[src/rtl/ddf_pick_nflux.sv]
// ddf_pick_nflux: dynamic-dataflow PICK actor with FLUX input channels.
// Pops one control token, then forwards a burst of LEN+1 data tokens from
// the selected channel through a one-entry output register.
//
//   state | meaning
//   ------+-------------------------------------------------------------
//   IDLE  | waiting for a control token; pops it when the NDA FIFO is non-empty
//   RUN   | moving the burst from channel sel, cnt tokens left after the next take
module ddf_pick_nflux #(
  parameter int WIDTH     = 8,
  parameter int FLUX      = 4,
  parameter int SEL_W     = 2,
  parameter int LEN_W     = 4,
  parameter int WIDTH_NDA = 8
) (
  input  logic                  ck,
  input  logic                  rst,
  input  logic                  nda_empty,
  output logic                  nda_read,
  input  logic [WIDTH_NDA-1:0]  nda_data,
  input  logic [FLUX-1:0]       in_empty,
  output logic [FLUX-1:0]       in_read,
  input  logic [FLUX*WIDTH-1:0] in_data,
  input  logic                  full,
  output logic                  wr,
  output logic [WIDTH-1:0]      out_data,
  output logic                  busy,
  output logic                  err
);

  typedef enum logic {
    IDLE = 1'b0,
    RUN  = 1'b1
  } state_t;

  // FLUX fits in SEL_W+1 bits because SEL_W >= clog2(FLUX).
  localparam logic [SEL_W:0] FLUX_LIM = FLUX[SEL_W:0];

  state_t            state, state_nx;
  logic [SEL_W-1:0]  sel, sel_nx;
  logic [LEN_W-1:0]  cnt, cnt_nx;
  logic              ov, ov_nx;
  logic [WIDTH-1:0]  od, od_nx;
  logic              err_q, err_nx;
  logic              busy_q, busy_nx;

  logic [SEL_W-1:0]  tok_sel;
  logic [LEN_W-1:0]  tok_len;
  logic              tok_ok;
  logic              ch_empty;
  logic [WIDTH-1:0]  ch_data;
  logic              take;

  // control token fields; bits above the LEN field carry no meaning here
  assign tok_sel = nda_data[SEL_W-1:0];
  assign tok_len = nda_data[SEL_W+LEN_W-1:SEL_W];
  assign tok_ok  = ({1'b0, tok_sel} < FLUX_LIM);

  generate
    if (WIDTH_NDA > SEL_W + LEN_W) begin : g_nda_spare
      logic unused_nda_bits;
      assign unused_nda_bits = ^nda_data[WIDTH_NDA-1:SEL_W+LEN_W];
    end
  endgenerate

  // head-of-channel mux; an index without a channel reads as an empty FIFO
  always_comb begin
    ch_empty = 1'b1;
    ch_data  = '0;
    for (int k = 0; k < FLUX; k++) begin
      if (sel == k[SEL_W-1:0]) begin
        ch_empty = in_empty[k];
        ch_data  = in_data[k*WIDTH +: WIDTH];
      end
    end
  end

  // output stage handshake and burst take condition
  always_comb begin
    wr       = ov & ~full;
    take     = (state == RUN) & ~ch_empty & (~ov | wr);
    // rst gating keeps the control FIFO untouched while reset is held
    nda_read = rst & (state == IDLE) & ~nda_empty;
  end

  // one-hot pop towards the selected channel
  always_comb begin
    in_read = '0;
    for (int k = 0; k < FLUX; k++) begin
      if (take && (sel == k[SEL_W-1:0])) begin
        in_read[k] = 1'b1;
      end
    end
  end

  // next-state logic for the burst FSM
  always_comb begin
    state_nx = state;
    sel_nx   = sel;
    cnt_nx   = cnt;
    err_nx   = err_q;
    case (state)
      IDLE: begin
        if (nda_read) begin
          sel_nx = tok_sel;
          cnt_nx = tok_len;
          if (tok_ok) begin
            state_nx = RUN;
          end else begin
            err_nx = 1'b1;
          end
        end
      end
      RUN: begin
        if (take) begin
          if (cnt == '0) begin
            state_nx = IDLE;
          end else begin
            cnt_nx = cnt - LEN_W'(1);
          end
        end
      end
      default: state_nx = IDLE;
    endcase
  end

  // output register; a take always refills it, otherwise a write drains it
  always_comb begin
    ov_nx = ov;
    od_nx = od;
    if (take) begin
      ov_nx = 1'b1;
      od_nx = ch_data;
    end else if (wr) begin
      ov_nx = 1'b0;
    end
  end

  // busy is registered from the values the flops are about to take
  always_comb begin
    busy_nx = (state_nx != IDLE) | ov_nx;
  end

  // FSM and burst bookkeeping registers
  always_ff @(posedge ck or negedge rst) begin
    if (!rst) begin
      state <= IDLE;
      sel   <= '0;
      cnt   <= '0;
      err_q <= 1'b0;
    end else begin
      state <= state_nx;
      sel   <= sel_nx;
      cnt   <= cnt_nx;
      err_q <= err_nx;
    end
  end

  // output register and busy flag
  always_ff @(posedge ck or negedge rst) begin
    if (!rst) begin
      ov     <= 1'b0;
      od     <= '0;
      busy_q <= 1'b0;
    end else begin
      ov     <= ov_nx;
      od     <= od_nx;
      busy_q <= busy_nx;
    end
  end

  assign out_data = od;
  assign busy     = busy_q;
  assign err      = err_q;

endmodule
[config.mk]
export PLATFORM = sky130hd
export DESIGN_NAME = ddf_pick_nflux
export DESIGN_NICKNAME = d
export VERILOG_FILES = /design/src/rtl/ddf_pick_nflux.sv
export SDC_FILE = /design/constraint.sdc
export NUM_CORES = 1
export LEC_CHECK = 0
export ABC_AREA = 1
export CAP_MARGIN = 20
export CORE_ASPECT_RATIO = 0.7
export CORE_MARGIN = 2
export CORE_UTILIZATION = 39
export CTS_BUF_LIST = sky130_fd_sc_hd__clkbuf_8
export DETAILED_ROUTE_END_ITERATION = 12
export HOLD_SLACK_MARGIN = 0.12
export PLACE_DENSITY = 0.82
export SLEW_MARGIN = 20
export SYNTH_ARGS = -nofsm -noshare
export SYNTH_HDL_FRONTEND = slang
export SYNTH_SLANG_ARGS = --single-unit
[constraint.sdc]
create_clock -name ck -period 1.7 [get_ports ck]
set_input_delay 0.17 -clock ck [delete_from_list [all_inputs] [get_ports ck]]
set_output_delay 0.17 -clock ck [all_outputs]
set_load 0.02 [all_outputs]
==> results of run 1 <==
-- what timing repair did --
item	CTS	global route
resized for setup	23	7
buffers inserted	0	4
pin swaps	0	1
endpoints found under the setup margin	5	6
-- sequential cells by signal, indices dropped and copies added, names as in the netlist --
register / cells
out_data: 8
state: 1
busy: 1
ov: 1
cnt: 4
sel: 2
-- path summary, 6_finish.rpt --
path,from,end,depth (start not counted)
worst min register to register,cnt[1]$_DFFE_PN0P_,cnt[1]$_DFFE_PN0P_,2
worst max register to register,sel[0]$_DFFE_PN0P_,out_data[3]$_DFFE_PN0N_,11
worst min-delay path,rst,out_data[1]$_DFFE_PN0N_,2
min in group ck,cnt[1]$_DFFE_PN0P_,cnt[1]$_DFFE_PN0P_,2
max in group asynchronous,rst,sel[1]$_DFFE_PN0P_,2
worst max-delay path,sel[0]$_DFFE_PN0P_,in_read[3],10
-- power by group --
group,total [µW],internal (µW),leakage [µW],switching (µW)
Combinational,2290,1050,0.000664,1240
Clock,300,163,0.0000255,137
Sequential,748,600,0.000200,148
Total,3340,1810,0.000889,1530
-- metrics by stage --
stage               std cells  total power [µW]  TNS [ns]  setup slack, ns
floorplan                 151              2040   -0.0864          -0.0432
global placement          259              2800    -0.811           -0.238
detailed placement        259              2890    -0.942           -0.256
CTS                       263              3210         0           0.0203
global route              267              3620   -0.0644          -0.0222
finish                    267              3340         0           0.0616
-- layout make-up --
type / count / area [µm²]
Clock buffer: 3 / 41.3
Fill cell: 198 / 817
Multi-Input combinational cell: 115 / 607
Sequential cell: 17 / 428
Tap cell: 36 / 45.0
Timing Repair Buffer: 81 / 744
Inverter: 14 / 55.1
Clock inverter: 1 / 5.00
-- metal layers --
layer | track usage, % | wire length, µm
met1 | 30.8 | 1580
met2 | 38.3 | 1740
met3 | 7.21 | 343
met4 | 3.40 | 29
met5 | 0 | 0
-- cell families after synthesis --
kind of cell	Yosys count	share of synthesized area, %
AOI/OAI and AO/OA	30	15.4
xor gates and xnor gates	1	0.797
adders and majority gates	2	2.28
buffers and inverters	19	8.66
DFF	17	38.7
other	1	0.341
and+or+nand+nor	81	33.8
-- layout by cell type, fill, tap and decap left out, drive strengths merged --
cell type      count
a21oi              8
a31o               5
buf               25
clkbuf             3
clkdlybuf4s50     55
clkinv             1
conb               1
dfrtp             17
dlygate4sd2        1
ha                 2
inv               14
nand2             50
nand3             18
nand4              1
nor2              10
nor3               2
o21ai             17
xor2               1
==> run metrics, run 1 <==
drt pass-1 iters 4; dominant cell type by area after synthesis dfrtp_1; Final ANT Viol Nets 0; Crit path top cell by count nand2_1; minimum hold slack 0.292 ns; list of most frequent post-synthesis cells nand2_1 (47), dfrtp_1 (17), nand3_1 (17); Post-synth EDFFs 0; Worst R2R Setup Slack 0.14 ns; Clock Tree Buf Depth 2; crit path time final 1.64 ns; Reg clk slew, reported paths 0.07 ns; Max Transition Viols Final 0; Final Cycle Share 96.4%; Peak supply drop 0.968 mV; critical path cell sequence nand2_4, inv_4, nand2_1, nand2_1, inv_2, nand3_4, inv_1, nand2_1, inv_1, buf_4; GPL Wtd Cong 0.835; Critical Path Max Stage Delay 0.47 ns; die area 0.00326 mm²; clock tree root driver cell clkbuf_8; port bufs 60; H-tree levels 1; core area 0.00274 mm²; vias 1347; Post-Syn Nets 201; critical path buffer and inverter count 5; status completed; fin util 70.2%; initial antenna violation count 0; hold-fix buffer count after cts 0; Avg Inst Size Synth 7.28 µm²; Clock Latency Late Sink 0.25 ns; Yosys reg bits 17; vias per cell 5.04; Synth area leaders dfrtp_1 (39%), nand2_1 (16%), nand3_1 (7.7%), o21ai_0 (4.1%), a31o_2 (4.0%); Num CTS Buffers 3; DPL Wire Length 2770 µm; Chip Height 48.4 µm; Starting DRT DRC Count 68; critical path peak fanout 6; share of the synthesized area in the top cell type 38.7%; WP data required 1.53 ns; Power Dens Cells 1730 mW/mm²; count leader, synth nand2_1; remaining global-route overflow 0; largest net degree at the start of global routing 18; synth warn 0; critical path arrival 1.47 ns; site row count 16; Antenna diodes 0; Layout area overhead 75.3%; Crit-path slowest cell dfrtp_2; Setup CP Type reg2out; Leak 0.000889 µW; final net count 282; layout cells sized above 1 22.9%; DRT Wirelength 3690 µm; Total GRT Usage 23.3%; Top delay family on crit path flip-flops; Cells after Synth 151; io pins 64; critical path endpoint category primary output; CTS tree built; vias in the first global route 1313; die width 67.4 µm; Min-Delay Path Class in2async; first-pass GRT wire length 5860 µm; clk sinks 17; Max-Cap Viols 0; unrepaired setup endpoints after global routing true; Fin. Hold Viols 0; Routed WL per cell 13.8 µm; Unique masters post-synth 24; DR DRC count 0; ys flop type dfrtp_1; fin area 0.00193 mm²; synthesized cell area 0.00110 mm²; Placed Area 0.00183 mm²; initial core utilization 40.1%; Final Skew 0.00690 ns; CP Launch Type register; ys async rst share 100%; # setup viols final 0; sequential area share after synthesis 38.7%; Max Freq 610 MHz
(Power assumes the default switching activity.)
==> run 2, diff against run 1 <==
--- a/config.mk
+++ b/config.mk
@@ -6,8 +6,8 @@
 export NUM_CORES = 1
 export LEC_CHECK = 0
 export ABC_AREA = 1
+export ABC_CLOCK_PERIOD_IN_PS = 1700
 export CAP_MARGIN = 20
-export CORE_ASPECT_RATIO = 0.7
 export CORE_MARGIN = 2
 export CORE_UTILIZATION = 39
 export CTS_BUF_LIST = sky130_fd_sc_hd__clkbuf_8
==> run metrics, run 2 (synthesis gave the netlist of run 1 again) <==
status completed; clk sinks 17 (unchanged); vias in the first global route 1234 (-6.0%); Max Transition Viols Final 0 (unchanged); M1 GR Usage 23.5% (-7.3 points); GPL Wtd Cong 0.855 (+2.3%); first-pass GRT wire length 5200 µm (-11%); critical path endpoint in_read[0]; Num CTS Buffers 3 (unchanged); most frequent cells in the layout clkdlybuf4s50_1 (55), nand2_1 (44), buf_4 (22); critical path cell sequence inv_2, nand3_2, nand3_2, nand2_2, nand3_4, nor3_1, buf_2; CP Launch Type register; Final Skew 0.00108 ns (-0.00582 ns); site row count 19 (+3); fin util 70.9% (+0.70 points); critical path peak fanout 7 (+1); largest net degree at the start of global routing 18 (unchanged); H-tree levels 1 (unchanged); worst r2r src sel[0]$_DFFE_PN0P_; Leak 0.000889 µW (about the same); layout cells sized above 1 23.8% (+0.87 points); clock tree root driver cell clkbuf_8; DPL Wire Length 2490 µm (-10%); initial core utilization 40.5% (+0.48 points); R2R depth 11 (unchanged); Max-Cap Viols 0 (unchanged); Antenna diodes 0 (unchanged); Placed Instances 254 (-1.9%); critical path arrival 1.50 ns (+0.03 ns); Crit path top cell by count nand3_2; Starting DRT DRC Count 73 (+7.4%); met2 usage 35.1% (-3.1 points); Power Dens Cells 1710 mW/mm² (-1.3%); most common cell after layout, fill and taps aside clkdlybuf4s50_1; multi-input logic area 608 µm² (+0.21%); crit path time final 1.67 ns (+0.0266 ns); CTS tree built; DRT Wirelength 3260 µm (-12%); unrepaired setup endpoints after global routing true; io pins 64 (unchanged); Chip Height 57.1 µm (+18%); Clock Latency Late Sink 0.25 ns (about the same); final net count 282 (unchanged); WP data required 1.53 ns (about the same); core area 0.00271 mm² (-1.2%); drt pass-1 iters 5 (+1); vias 1323 (-1.8%); initial antenna violation count 0 (unchanged); critical path endpoint category primary output; Critical Path Max Stage Delay 0.46 ns (about the same); Fin. Hold Viols 0 (unchanged); FF+latch area 428 µm² (unchanged); Worst R2R Setup Slack 0.10 ns (-0.04 ns); Clock Tree Buf Depth 2 (unchanged); Total GRT Usage 20.2% (-3.2 points); Routed WL per cell 12.4 µm (-10%); Max Freq 601 MHz (-1.6%); Top Usage Layer GRT met2; DR DRC count 0 (unchanged); Crit-path slowest cell dfrtp_2; reg-to-reg endpoint cnt[2]$_DFFE_PN0P_; die width 57.1 µm (-15%); max FFs per register 8 (unchanged); vias per cell 5.05 (about the same); fin area 0.00192 mm² (-0.20%); CP startpoint sel[0]$_DFFE_PN0P_; Final ANT Viol Nets 0 (unchanged); die area 0.00326 mm² (-0.20%); Stages on worst setup path 7 (-3); # fillers 202 (+2.0%); Layout area overhead 74.9%; Peak supply drop 1.28 mV (+32%); Min-Delay Path Class in2async; # setup viols final 0 (unchanged); remaining global-route overflow 0 (unchanged); met3 Track Usage GR 4.76% (-2.4 points); Setup CP Type reg2out; Final Cycle Share 97.9% (+1.6 points); DP Worst Slack -0.277 ns (-0.0212 ns); Placed Area 0.00183 mm² (-0.34%); port bufs 60 (unchanged); Final Worst Setup Slack 0.0350 ns (-0.0266 ns); Non-Filler Instances 262 (-1.9%); Reg clk slew, reported paths 0.06 ns (about the same); critical path buffer and inverter count 2 (-3); Top delay family on crit path simple AND/OR/NAND/NOR gates
-- run 2: repair_timing --
item	CTS	global route
pin swaps	0	4
hold buffers	0	0
resized for setup	22	10
setup buffers	0	4
endpoints found under the setup margin	5	4
-- run 2: how the worst min path moves through the flow --
stage,start,end,slack [ns],depth (start not counted)
floorplan,rst,busy$_DFF_PN0_,-0.13,0
global placement,cnt[3]$_DFFE_PN0P_,cnt[3]$_DFFE_PN0P_,0.46,2
detailed placement,cnt[1]$_DFFE_PN0P_,cnt[1]$_DFFE_PN0P_,0.46,2
CTS,rst,cnt[0]$_DFFE_PN0P_,0.32,2
global route,rst,cnt[0]$_DFFE_PN0P_,0.34,2
finish,rst,cnt[0]$_DFFE_PN0P_,0.31,2
-- run 2: per-layer routing --
layer | share of wire, % | vias up
li1 | - | 655
met1 | 41 | 596
met2 | 49 | 64
met3 | 8.0 | 8
met4 | 1.8 | 0
met5 | 0 | -
-- run 2: final cells by class --
cell class,count,share of cell area [%]
clock inverter,1,0.260
inverter,14,2.86
tap,31,2.02
clock buffer,3,2.15
timing repair buffer,81,38.8
multi-input combinational,115,31.6
sequential,17,22.3
-- run 2: metrics by stage --
stage | hold slack, ns | power, µW | setup TNS, ns
6_report | 0.307 | 3290 | 0
3_5_place_dp | 0.461 | 2850 | -1.04
2_1_floorplan | -0.126 | 2040 | -0.0864
3_3_place_gp | 0.460 | 2790 | -0.817
5_1_grt | 0.336 | 3560 | -0.149
4_1_cts | 0.322 | 3150 | 0
-- run 2: where the power goes --
part / switching (µW) / internal, µW
sequential: 151 / 600
clock: 136 / 163
combinational: 1190 / 1050
==> run 3, diff against run 2 <==
--- a/config.mk
+++ b/config.mk
@@ -9,11 +9,11 @@
 export ABC_CLOCK_PERIOD_IN_PS = 1700
 export CAP_MARGIN = 20
 export CORE_MARGIN = 2
-export CORE_UTILIZATION = 39
-export CTS_BUF_LIST = sky130_fd_sc_hd__clkbuf_8
+export CORE_UTILIZATION = 37
+export CTS_BUF_LIST = sky130_fd_sc_hd__clkbuf_8 sky130_fd_sc_hd__clkbuf_16
 export DETAILED_ROUTE_END_ITERATION = 12
 export HOLD_SLACK_MARGIN = 0.12
-export PLACE_DENSITY = 0.82
+export PLACE_DENSITY = 0.9
 export SLEW_MARGIN = 20
 export SYNTH_ARGS = -nofsm -noshare
 export SYNTH_HDL_FRONTEND = slang
==> run metrics, run 3 (synthesis gave the netlist of run 1 again) <==
status completed; Worst R2R Setup Slack 0.11 ns (about the same); Seq pwr share 22.9% (about the same); unrepaired setup endpoints after global routing true; die width 58.5 µm (+2.5%); Fin. Hold Viols 0 (unchanged); Non-Filler Instances 261 (-0.38%); vias in the first global route 1160 (-6.0%); Routed WL per cell 12.8 µm (+2.7%); core area 0.00278 mm² (+2.6%); max FFs per register 8 (unchanged); Power Dens Cells 1710 mW/mm² (about the same); GPL Wtd Cong 0.848 (-0.85%); Critical Path Max Stage Delay 0.48 ns (+0.02 ns); hold-fix buffer count after cts 0 (unchanged); drt pass-1 iters 4 (-1); Reg clk slew, reported paths 0.06 ns (about the same); io pins 64 (unchanged); DPL Wire Length 2480 µm (-0.56%); P_sw 1480 µW (about the same); Setup CP Type reg2out; critical path arrival 1.48 ns (-0.02 ns); fin util 68.5% (-2.4 points); Peak supply drop 1.16 mV (-9.0%); vias 1297 (-2.0%); DR DRC count 0 (unchanged); Clock Tree Buf Depth 2 (unchanged); WP data required 1.53 ns (about the same); CP Launch Type register; most common cell after layout, fill and taps aside clkdlybuf4s50_1; Max Transition Viols Final 0 (unchanged); Chip Height 58.5 µm (+2.5%); Min-Delay Path Class in2async; most frequent cells in the layout clkdlybuf4s50_1 (55), nand2_1 (46), buf_4 (22); minimum hold slack 0.297 ns (-0.0102 ns); clock tree root driver cell clkbuf_8; Max-Cap Viols 0 (unchanged); port bufs 60 (unchanged); Total GRT Usage 19.9% (-0.23 points); Num CTS Buffers 3 (unchanged); Clock Latency Late Sink 0.25 ns (about the same); met2 usage 33.4% (-1.8 points); met3 Track Usage GR 5.27% (+0.51 points); Starting DRT DRC Count 83 (+14%); crit path time final 1.65 ns (-0.0141 ns); critical path endpoint category primary output; Final ANT Viol Nets 0 (unchanged); Crit-path slowest cell dfrtp_2; # setup viols final 0 (unchanged); setup TNS 0 ns (unchanged); Max Freq 606 MHz (+0.85%); Layout area overhead 73.5%; clock share of power 8.9% (-0.2 points); die area 0.00342 mm² (+5.0%); layout cells sized above 1 22.2% (-1.6 points); CTS tree built; Crit path top cell by count nand2_1; critical path cell sequence nand2_4, inv_4, nand2_1, nand2_1, inv_2, nand3_4, inv_1, nand2_1, inv_1, buf_4; Internal Power 1780 µW (-1.5%); initial antenna violation count 0 (unchanged); Leak 0.000884 µW (-0.60%); H-tree levels 1 (unchanged); Placed Instances 253 (-0.39%); Top delay family on crit path flip-flops; Top Usage Layer GRT met2; remaining global-route overflow 0 (unchanged); final net count 281 (-0.35%); Switching Share 45.4% (+0.39 points); R2R depth 12 (+1); Antenna diodes 0 (unchanged); largest net degree at the start of global routing 18 (unchanged); M1 GR Usage 24.8% (+1.3 points); site row count 19 (unchanged); initial core utilization 39.5% (-1.0 points); critical path buffer and inverter count 5 (+3); first-pass GRT wire length 5280 µm (+1.6%); Final Cycle Share 97.1% (-0.83 points); clk sinks 17 (unchanged); Gate power share 68.2% (about the same); Final Skew 0.000938 ns (-0.000145 ns); DRT Wirelength 3330 µm (+2.3%); critical path peak fanout 7 (unchanged); Stages on worst setup path 10 (+3); vias per cell 4.97 (-1.6%)
[run 3: worst register-to-register path: stages (launching register included)]
cell     delay, ns
dfrtp_2       0.48
nand2_4       0.12
inv_4         0.03
nand2_1       0.04
nand2_1       0.05
inv_2         0.07
nand3_4       0.13
buf_4         0.16
buf_4         0.13
nand2_4       0.08
nand2_2       0.08
nand2_1       0.06
nand2_1       0.05
[run 3: timing repair]
item | in CTS | in global routing
gates resized for setup | 23 | 5
pin swaps | 0 | 3
setup buffers | 0 | 4
setup endpoints to repair | 5 | 4
[run 3: metal layers]
layer | wire (µm) | share of wire, %
met2 | 1580 | 47
met4 | 22 | 0.66
met5 | 0 | 0
met1 | 1350 | 40
met3 | 380 | 11
[run 3: power groups by stage]
stage                     combinational [µW]  clock (µW)  sequential [µW]
after floorplan                         1220           0              820
after global routing                    2470         315              779
final                                   2230         292              747
after CTS                               2100         303              738
after detailed placement                2100           0              739
after global placement                  2060           0              734
[run 3: cell type report]
class | instances | area, µm²
fillers | 241 | 876
repair buffers | 80 | 734
multi-input cells | 115 | 603
flip-flops and latches | 17 | 428
inverters | 14 | 55.1
clock buffers | 3 | 41.3
well taps | 31 | 38.8
clock inverters | 1 | 5.00
[run 3: worst paths after layout]
path                               startpoint                  to
hold reg to reg            cnt[3]$_DFFE_PN0P_  cnt[3]$_DFFE_PN0P_
setup reg to reg           sel[1]$_DFFE_PN0P_  cnt[2]$_DFFE_PN0P_
setup / recovery           sel[1]$_DFFE_PN0P_          in_read[3]
min in group ck                   nda_data[0]  sel[0]$_DFFE_PN0P_
max in group asynchronous                 rst  sel[0]$_DFFE_PN0P_
hold / removal                            rst  cnt[0]$_DFFE_PN0P_
[run 3: through the flow]
step | cell area (µm²) | setup WS [ns] | power [µW]
finish | 1910 | 0.0490 | 3260
global route | 1910 | -0.0383 | 3560
CTS | 1860 | 0.0398 | 3140
detailed placement | 1820 | -0.322 | 2840
global placement | 1820 | -0.250 | 2790
floorplan | 1100 | -0.0432 | 2040
==> edit (config.mk and constraints of run 1) <==
Change the parameter `WIDTH_NDA` from 8 to 7.
--- a/src/rtl/ddf_pick_nflux.sv
+++ b/src/rtl/ddf_pick_nflux.sv
@@ -12,5 +12,5 @@
   parameter int SEL_W     = 2,
   parameter int LEN_W     = 4,
-  parameter int WIDTH_NDA = 8
+  parameter int WIDTH_NDA = 7
 ) (
   input  logic                  ck,
Interface: changed (resized nda_data); port bits go from 64 to 63. No check against the original RTL was run, so the function may have changed too.
==> edit against run 1 <==
  * Register-to-register slack improved by 0.02 ns
  * Global-route usage shrank 2.6 points
  * Area after synthesis rose by 5.7%
  * Sequential cell count unchanged
  * Routed wire length is 6.2% lower
  * Final area grew 0.32%
  * Utilization down 1.8 points
  * Clock skew down 0.0060 ns
  * Power rose by 0.46%
  * Setup slack lost 0.027 ns
  * Largest cell class unchanged
==> edit: results (changes against run 1) <==
Detailed routing
  – Vias: 1275 (-5.3%)
  – Routed wl met3: 208 um (-39%)
  – Met1 WL: 1.64 mm (+3.5%)
  – Wirelength per Cell: 13.3 um (-4.0%)
  – DR pass1 iterations: 4 (unchanged)
  – 1st-iter DRT viols: 40 (-41%)
  – Final WL: 3.46 mm (-6.2%)

Place
  – Post-DP HPWL: 2.70 mm (-2.5%)
  – GP Congestion: 0.963 (+15%)
  – Pre-CTS WS: -0.191 ns (+0.0645 ns)
  – Placed instance count: 255 (-1.5%)
  – Area after DPL: 1860 sq um (+1.4%)

Cells and area
  – FILL cells: 229 (+16%)
  – Fraction of layout instances using a drive strength above 1: 0.262 (+0.0328)
  – Fin nets: 275 (-2.5%)

GRT
  – Grt met2 use: 0.335 (-0.0479)
  – Tot GR Track Use: 0.208 (-0.0255)
  – Global Route met1 Usage: 0.280 (-0.0284)
  – First-pass GRT wire length: 5.71 mm (-2.6%)

Synth
  – List of most frequent post-synthesis cells: nand2_1 (38), dfrtp_1 (17), nand3_1 (16)
  – Seq/Total Area, Yosys: 0.366 (-0.0209)
  – Synth Area in Compound Gates: 0.172 (+0.0187)
  – Post-Synthesis Cells: 150 (-0.66%)
  – Post-Synth Adder-Cell Area: 0.0216 (-0.00123)
  – Synth unique cells: 24 (unchanged)
  – Mapped Nets: 199 (-1.0%)
  – Ys flop type: dfrtp_1
  – Area contributors post-synth: dfrtp_1 (37%), nand2_1 (12%), nand3_1 (6.9%)
  – XOR/XNOR Fraction of Synth Area: 0.00754 (-0.000430)

Clock network
  – Post-CTS resize count: 19 (-17%)

Power
  – Worst VDD drop: 773 uV (-20%)
  – Pint: 1.79 mW (-0.98%)
  – Static Leak: 0.886 nW (-0.28%)
  – Sw frac: 0.465 (+0.00780)
  – Register share of total power: 0.228 (+0.004)

Timing
  – Worst hold margin: 0.277 ns (-0.0149 ns)
  – Clock skew: 0.000883 ns (-0.00602 ns)
  – Final period util: 0.980 (+0.0160)

Critical path
  – Crit path max fanout: 5 (-1)
  – Internal reg-to-reg setup slack: 0.16 ns (+0.02 ns)
  – CP Data Arrival Time: 1.50 ns (+0.03 ns)

Die
  – Initial core utilization: 0.411 (+0.0108)

Status
  – Outcome: complete, no violations
## edit: worst max-delay path: cells and delay by family (launching register included)
family | cells | cell delay (ns)
and+or+nand+nor | 5 | 0.47
buffers and inverters | 2 | 0.30
DFF | 1 | 0.47
## edit: final cells by class
class	instances	area, sq um	area share
multi-input combinational	115	647	0.335
clock buffer	3	41.3	0.0214
inverter	13	53.8	0.0278
timing repair buffer	76	712	0.369
clock inverter	1	5.00	0.00259
sequential	17	428	0.222
tap	36	45.0	0.0233
## edit: final timing paths
path                                    start  cells after the start            endpoint
max                        sel[0]$_DFFE_PN0P_                      7          in_read[1]
min                                       rst                      2     state$_DFF_PN0_
max reg2reg                sel[0]$_DFFE_PN0P_                     10  cnt[2]$_DFFE_PN0P_
min reg2reg                cnt[1]$_DFFE_PN0P_                      2  cnt[1]$_DFFE_PN0P_
max in group asynchronous                 rst                      2  sel[1]$_DFFE_PN0P_
min in group ck            cnt[1]$_DFFE_PN0P_                      2  cnt[1]$_DFFE_PN0P_
